File: config.mk
export PLATFORM = sky130hd
export DESIGN_NAME = game_control
export DESIGN_NICKNAME = d
export VERILOG_FILES = /design/src/rtl/game_pkg.sv /design/src/rtl/btn_sync.sv /design/src/rtl/game_control.sv
export SDC_FILE = /design/constraint.sdc
export NUM_CORES = 1
export LEC_CHECK = 0
export CORE_ASPECT_RATIO = 0.75
export CORE_MARGIN = 3
export CORE_UTILIZATION = 35
export DETAILED_ROUTE_END_ITERATION = 16
export HOLD_SLACK_MARGIN = 0.1
export PLACE_DENSITY = 0.68
export SLEW_MARGIN = 20
export SYNTH_ARGS = -nofsm -noshare
export SYNTH_HDL_FRONTEND = slang
export SYNTH_SLANG_ARGS = --single-unit
File: constraint.sdc
create_clock -name clk -period 5.3 [get_ports clk]
set_clock_uncertainty 0.1 [all_clocks]
set_input_delay 1.06 -clock clk [delete_from_list [all_inputs] [get_ports clk]]
set_output_delay 1.06 -clock clk [all_outputs]
set_load 0.03 [all_outputs]
File: src/rtl/game_pkg.sv
// Shared game-supervisor types and default geometry constants.
// Latency: n/a (types and constants only).
// Backpressure: n/a.
package game_pkg;

    // IDLE/PLAY/OVER encodings are fixed by the existing renderer; PAUSE takes the spare code.
    typedef enum logic [1:0] {
        GS_IDLE  = 2'd0,
        GS_PLAY  = 2'd1,
        GS_OVER  = 2'd2,
        GS_PAUSE = 2'd3
    } game_state_t;

    // Ground line y and sprite height in pixels.
    localparam int EARTH_DEF    = 480;
    localparam int DOODLE_H_DEF = 70;

endpackage

File: src/rtl/btn_sync.sv
// Two-flop synchroniser for one raw asynchronous button into the clk domain.
// Latency: 2 clk from din to dout.
// Backpressure: none; samples every clock.
module btn_sync (
    input  logic clk,
    input  logic rst_n,
    input  logic din,
    output logic dout
);

    logic meta;

    // Two-stage shift; the first stage may go metastable, the second gives it a clock to settle.
    always_ff @(posedge clk or negedge rst_n) begin
        if (!rst_n) begin
            meta <= 1'b0;
            dout <= 1'b0;
        end else begin
            meta <= din;
            dout <= meta;
        end
    end

endmodule

File: src/rtl/game_control.sv
// Frame-rate game supervisor: game state machine plus per-frame horizontal speed with accel/friction/saturation.
// Latency: state/speed update on the tick edge; delta_x follows one clk later; restart pulses on the tick edge.
// Backpressure: none; button presses between ticks or outside listed transitions are dropped.
module game_control
    import game_pkg::*;
#(
    parameter int FPS       = 60,
    parameter int CLK       = 25_000_000,
    parameter int EARTH     = EARTH_DEF,
    parameter int DOODLE_H  = DOODLE_H_DEF,
    parameter int DX_W      = 9,
    parameter int ACCEL     = 1,
    parameter int FRICTION  = 1,
    parameter int MAX_SPEED = 5
) (
    input  logic                     clk,
    input  logic                     rst_n,
    input  logic [$clog2(CLK/FPS):0] fps_counter,
    input  logic                     button_left,
    input  logic                     button_right,
    input  logic                     button_pause,
    input  logic [9:0]               doodle_y,
    output logic signed [DX_W-1:0]   delta_x,
    output logic [1:0]               game_state,
    output logic                     restart
);

    // Speed arithmetic runs two bits wider than delta_x so a step past the limit
    // can be seen and clamped before it could wrap.
    localparam int SW = DX_W + 2;
    localparam logic signed [SW-1:0] ACC_S  = SW'(ACCEL);
    localparam logic signed [SW-1:0] FRIC_S = SW'(FRICTION);
    localparam logic signed [SW-1:0] MAX_S  = SW'(MAX_SPEED);
    localparam logic signed [SW-1:0] MIN_S  = -MAX_S;
    localparam logic signed [SW-1:0] ZERO_S = '0;

    // One frame of speed evolution: push toward the held direction with saturation,
    // or decay toward zero without ever crossing it when no single direction is held.
    function automatic logic signed [SW-1:0] step_speed(
        input logic signed [SW-1:0] cur,
        input logic                 go_right,
        input logic                 go_left
    );
        logic signed [SW-1:0] t;
        t = cur;
        if (go_right && !go_left) begin
            t = cur + ACC_S;
            if (t > MAX_S) t = MAX_S;
        end else if (go_left && !go_right) begin
            t = cur - ACC_S;
            if (t < MIN_S) t = MIN_S;
        end else if (cur > ZERO_S) begin
            t = cur - FRIC_S;
            if (t < ZERO_S) t = ZERO_S;
        end else if (cur < ZERO_S) begin
            t = cur + FRIC_S;
            if (t > ZERO_S) t = ZERO_S;
        end
        return t;
    endfunction

    logic sync_left;
    logic sync_right;
    logic sync_pause;

    btn_sync u_sync_left (
        .clk   (clk),
        .rst_n (rst_n),
        .din   (button_left),
        .dout  (sync_left)
    );

    btn_sync u_sync_right (
        .clk   (clk),
        .rst_n (rst_n),
        .din   (button_right),
        .dout  (sync_right)
    );

    btn_sync u_sync_pause (
        .clk   (clk),
        .rst_n (rst_n),
        .din   (button_pause),
        .dout  (sync_pause)
    );

    game_state_t              state;
    game_state_t              state_nxt;
    logic signed [DX_W-1:0]   speed;
    logic signed [SW-1:0]     speed_ext;
    logic signed [SW-1:0]     speed_nxt;
    logic                     pause_prev;
    logic                     pause_prev_nxt;
    logic                     restart_nxt;
    logic signed [DX_W-1:0]   delta_nxt;
    logic                     tick;
    logic                     pause_rise;
    logic [10:0]              doodle_bottom;
    logic                     hit_ground;

    assign tick          = &fps_counter;
    // pause_prev only moves on tick, so the edge is measured frame-to-frame.
    assign pause_rise    = sync_pause & ~pause_prev;
    assign speed_ext     = {{2{speed[DX_W-1]}}, speed};
    // 11 bits holds 1023 + sprite height without overflow.
    assign doodle_bottom = {1'b0, doodle_y} + 11'(DOODLE_H);
    assign hit_ground    = (doodle_bottom >= 11'(EARTH));
    assign game_state    = state;

    // Next-state, next-speed and pulse decode; everything holds unless this is a tick.
    always_comb begin
        state_nxt      = state;
        speed_nxt      = speed_ext;
        pause_prev_nxt = pause_prev;
        restart_nxt    = 1'b0;
        delta_nxt      = (state == GS_PLAY) ? speed : '0;

        if (tick) begin
            pause_prev_nxt = sync_pause;
            unique case (state)
                GS_IDLE: begin
                    // Speed is already zero here; the first step lands on the following tick.
                    if (sync_left || sync_right) begin
                        state_nxt = GS_PLAY;
                        speed_nxt = ZERO_S;
                    end
                end
                GS_PLAY: begin
                    // Hitting the ground wins over a simultaneous pause press.
                    if (hit_ground) begin
                        state_nxt = GS_OVER;
                        speed_nxt = ZERO_S;
                    end else if (pause_rise) begin
                        state_nxt = GS_PAUSE;
                    end else begin
                        speed_nxt = step_speed(speed_ext, sync_right, sync_left);
                    end
                end
                GS_PAUSE: begin
                    // Speed is frozen while paused and resumes unchanged.
                    if (pause_rise) begin
                        state_nxt = GS_PLAY;
                    end
                end
                GS_OVER: begin
                    if (pause_rise) begin
                        state_nxt   = GS_IDLE;
                        speed_nxt   = ZERO_S;
                        restart_nxt = 1'b1;
                    end
                end
                default: begin
                    state_nxt = GS_IDLE;
                    speed_nxt = ZERO_S;
                end
            endcase
        end
    end

    // All supervisor state; reset clears outputs immediately without a clock.
    always_ff @(posedge clk or negedge rst_n) begin
        if (!rst_n) begin
            state      <= GS_IDLE;
            speed      <= '0;
            pause_prev <= 1'b0;
            restart    <= 1'b0;
            delta_x    <= '0;
        end else begin
            state      <= state_nxt;
            speed      <= speed_nxt[DX_W-1:0];
            pause_prev <= pause_prev_nxt;
            restart    <= restart_nxt;
            delta_x    <= delta_nxt;
        end
    end

endmodule

==> flow_summary.toml <==
[setup_path]
r2r_end = "speed[2]"
path_max_fanout = 12
startpoint = "doodle_y[1]"
reg2reg_depth = 10
arrival_ns = 3.38
criticalPathCategory = "input port to flip-flop"
rr_startpoint = "speed[0]"
cp-end-kind = "flip-flop"
ff2ff_setup_slack_ns = 2.47
worst_ep_required_time_ns = 5.36
critPathLaunchType = "input port"

[floorplanning]
io_pins = 47
die_y_um = 73.5
start_util_pct = 37.9
row_count = 23
die-area_um2 = 7060
coreArea_um2 = 5610
die_w_um = 96.0

[layout]
syn_to_final_growth_pct = 26.5
nets = 342
drive_gt1_share_pct = 4.41
fillCellCount = 544
multiInputGateArea_um2 = 1310
regArea_um2 = 701
antenna_cells = 0
design_area_um2 = 2690

[placement]
port_buffers = 45
routabilityCongestion = 0.962
dpl_worst_slack_ns = 1.68
dp_hpwl_mm = 4.30
postPlaceCellArea_um2 = 2620

[timing]
relSlewSlack_pct = 59.9
whs_ns = 0.256
setup_ws_ns = 1.97
setup_tns_ns = 0
max_clock_freq_mhz = 301
drv_slew = 0
worst_pin_slew_ns = 0.601
setup_viol = 0
rsz0062_at_grt = "no"
fin_crit_sh_pct = 62.7
period_minus_slack_ns = 3.33
hold_viol = 0

[detailed_routing]
via_per_inst = 5.61
vias = 2076
dr.pass1.iters = 6
drt-total-wl_mm = 5.57
drc_errors = 0
drt-initial-drc-count = 291
routedWlPerCell_um = 15.0
antenna_left = 0

[logic_synthesis]
syn_avg_cell_area_um2 = 8.22
synth.distinct_cells = 59
synthArstFlopShare_pct = 100
synthTopCellsByArea = "dfrtp_1 33%, ha_1 6.5%, nand2_1 4.4%"
synthFlopType = "dfrtp_1"
synth_nets = 305
syn_area_um2 = 2130
synthMuxAreaShare_pct = 0.529
synthAdderAreaFrac_pct = 6.47
synth-xor-area-share_pct = 2.06
synth-simple-area-share_pct = 27.8
ys_seq_elements = 28
yosysTopAreaCell = "dfrtp_1"
synth_top_family_by_area = "simple AND/OR/NAND/NOR gates"
seq_area_frac_synth_pct = 32.9
synth-compound-area-share_pct = 24.8
synth-edff-count = 0
synthCells = 259
synth_warnings = 0
yosysTopAreaCellShare_pct = 32.9

[job]
drv_cap = 0

[clock_tree]
cts_tree = "built"
ctsHoldBuffers = 0
cts.sinks = 28
clock_latency_ns = 0.28
post-cts-setup-buffer-count = 0
cts.clk_slew.worst_paths_ns = 0.09
cts_buffer_depth = 2
numCtsBuffers = 3
htree_levels = 1
root_buffer = "clkbuf_8"
post_cts_resized = 0

[hold_path]
hp-class = "flip-flop to flip-flop"
min_from = "u_sync_right.meta"
holdPathStages = 0
holdPathEnd = "u_sync_right.dout"

[global_routing]
grt_util_met3_pct = 3.99
grt_util_all_layers_pct = 16.1
gr-total-overflow = 0
use_met1_pct = 24.7
top_usage_layer = "met1"
grt_start_max_net_pins = 29
grt_antenna_before_repair = 0
grtUsageMet2_pct = 23.4
grt_first_pass_wirelength_mm = 9.05
grt_pass1_vias = 1882

[pwr]
p_leak_nw = 1.17
ir_worst_vdd_uv = 86.8
power_density_nw_per_um2 = 162

[outcome]
outcome = "completed"
state kept, by name (all words and copies together) (netlist names):
name	flops
delta_x	9
speed	9
game_state	2
pause_prev	1
restart	1
u_sync_left.dout	1
u_sync_left.meta	1
u_sync_pause.dout	1
u_sync_pause.meta	1
u_sync_right.dout	1
u_sync_right.meta	1
power breakdown:
group	switching (mW)	internal [mW]
Clock	0.0655	0.101
Sequential	0.000907	0.216
Combinational	0.0224	0.0300
per-layer routing:
metal,vias up,part of all wire [%]
met5,-,0
met4,0,0.47
met3,5,10
met2,102,40
met1,952,49
li1,1017,-
cell usage in the layout, fill, tap and decap left out, types with 2 or more instances in the layout:
cell,instances
clkbuf_8,3
o211ai_1,3
o22ai_1,2
and2_1,12
nor3_1,9
a31o_2,2
a21oi_1,13
o31ai_1,3
and3_1,2
clkdlybuf4s50_1,45
ha_1,11
or3_1,2
a22o_1,2
nand2b_1,3
buf_4,2
dfrtp_1,28
nand4_1,8
a21o_1,4
nand2_1,25
a211oi_1,4
a22oi_1,4
nand3_1,11
inv_1,13
xor2_1,4
nor2b_1,4
a31oi_1,6
o21ai_0,7
or4_1,2
o32ai_1,2
nor2_1,24
o21ai_1,6
layout make-up:
class / instances / area share (%)
clock buffers: 3 / 1.53
repair buffers: 47 / 17.3
inverters: 13 / 1.81
multi-input cells: 203 / 48.7
well taps: 75 / 3.49
flip-flops and latches: 28 / 26.0
clock inverters: 1 / 1.12
cells in the mapped netlist, drive strengths merged, types with 6 or more instances:
| library cell | n |
|---|---|
| nor3 | 11 |
| nand2 | 25 |
| nor2 | 24 |
| a31oi | 6 |
| and2 | 12 |
| ha | 11 |
| clkbuf | 8 |
| dfrtp | 28 |
| inv | 13 |
| o21ai | 13 |
| buf | 7 |
| nand4 | 8 |
| nand3 | 11 |
| a21oi | 13 |
stage by stage:
stage,utilization (%),power (mW),instances
4_1_cts,48.0,0.440,370
5_1_grt,48.0,0.452,370
3_3_place_gp,46.7,0.272,366
2_1_floorplan,-,0.238,259
3_5_place_dp,46.7,0.273,366
6_report,48.0,0.436,370
worst max-delay path: stages:
cell and delay (ns):
clkdlybuf4s50_1 0.50, inv_1 0.05, ha_1 0.20, and3b_1 0.25
o21ai_1 0.09, a32oi_1 0.38, o21ai_1 0.10, buf_4 0.19
a21o_1 0.16, a211oi_1 0.31, a2111oi_2 0.09
worst max-delay path by stage:
stage	end	depth (start not counted)
after floorplan	speed[7]	8
after global placement	speed[2]	11
after detailed placement	speed[2]	11
after CTS	speed[2]	11
after global routing	speed[2]	11
final	speed[2]	11
cells by family after synthesis:
kind of cell / count (synthesis)
adder cells (fa/ha/maj): 11
flip-flops: 28
buffers and inverters: 28
XOR/XNOR: 5
multiplexers: 1
AO/OA/AOI/OAI: 75
AND/OR/NAND/NOR: 111
Power figures use the tool's default switching activity.
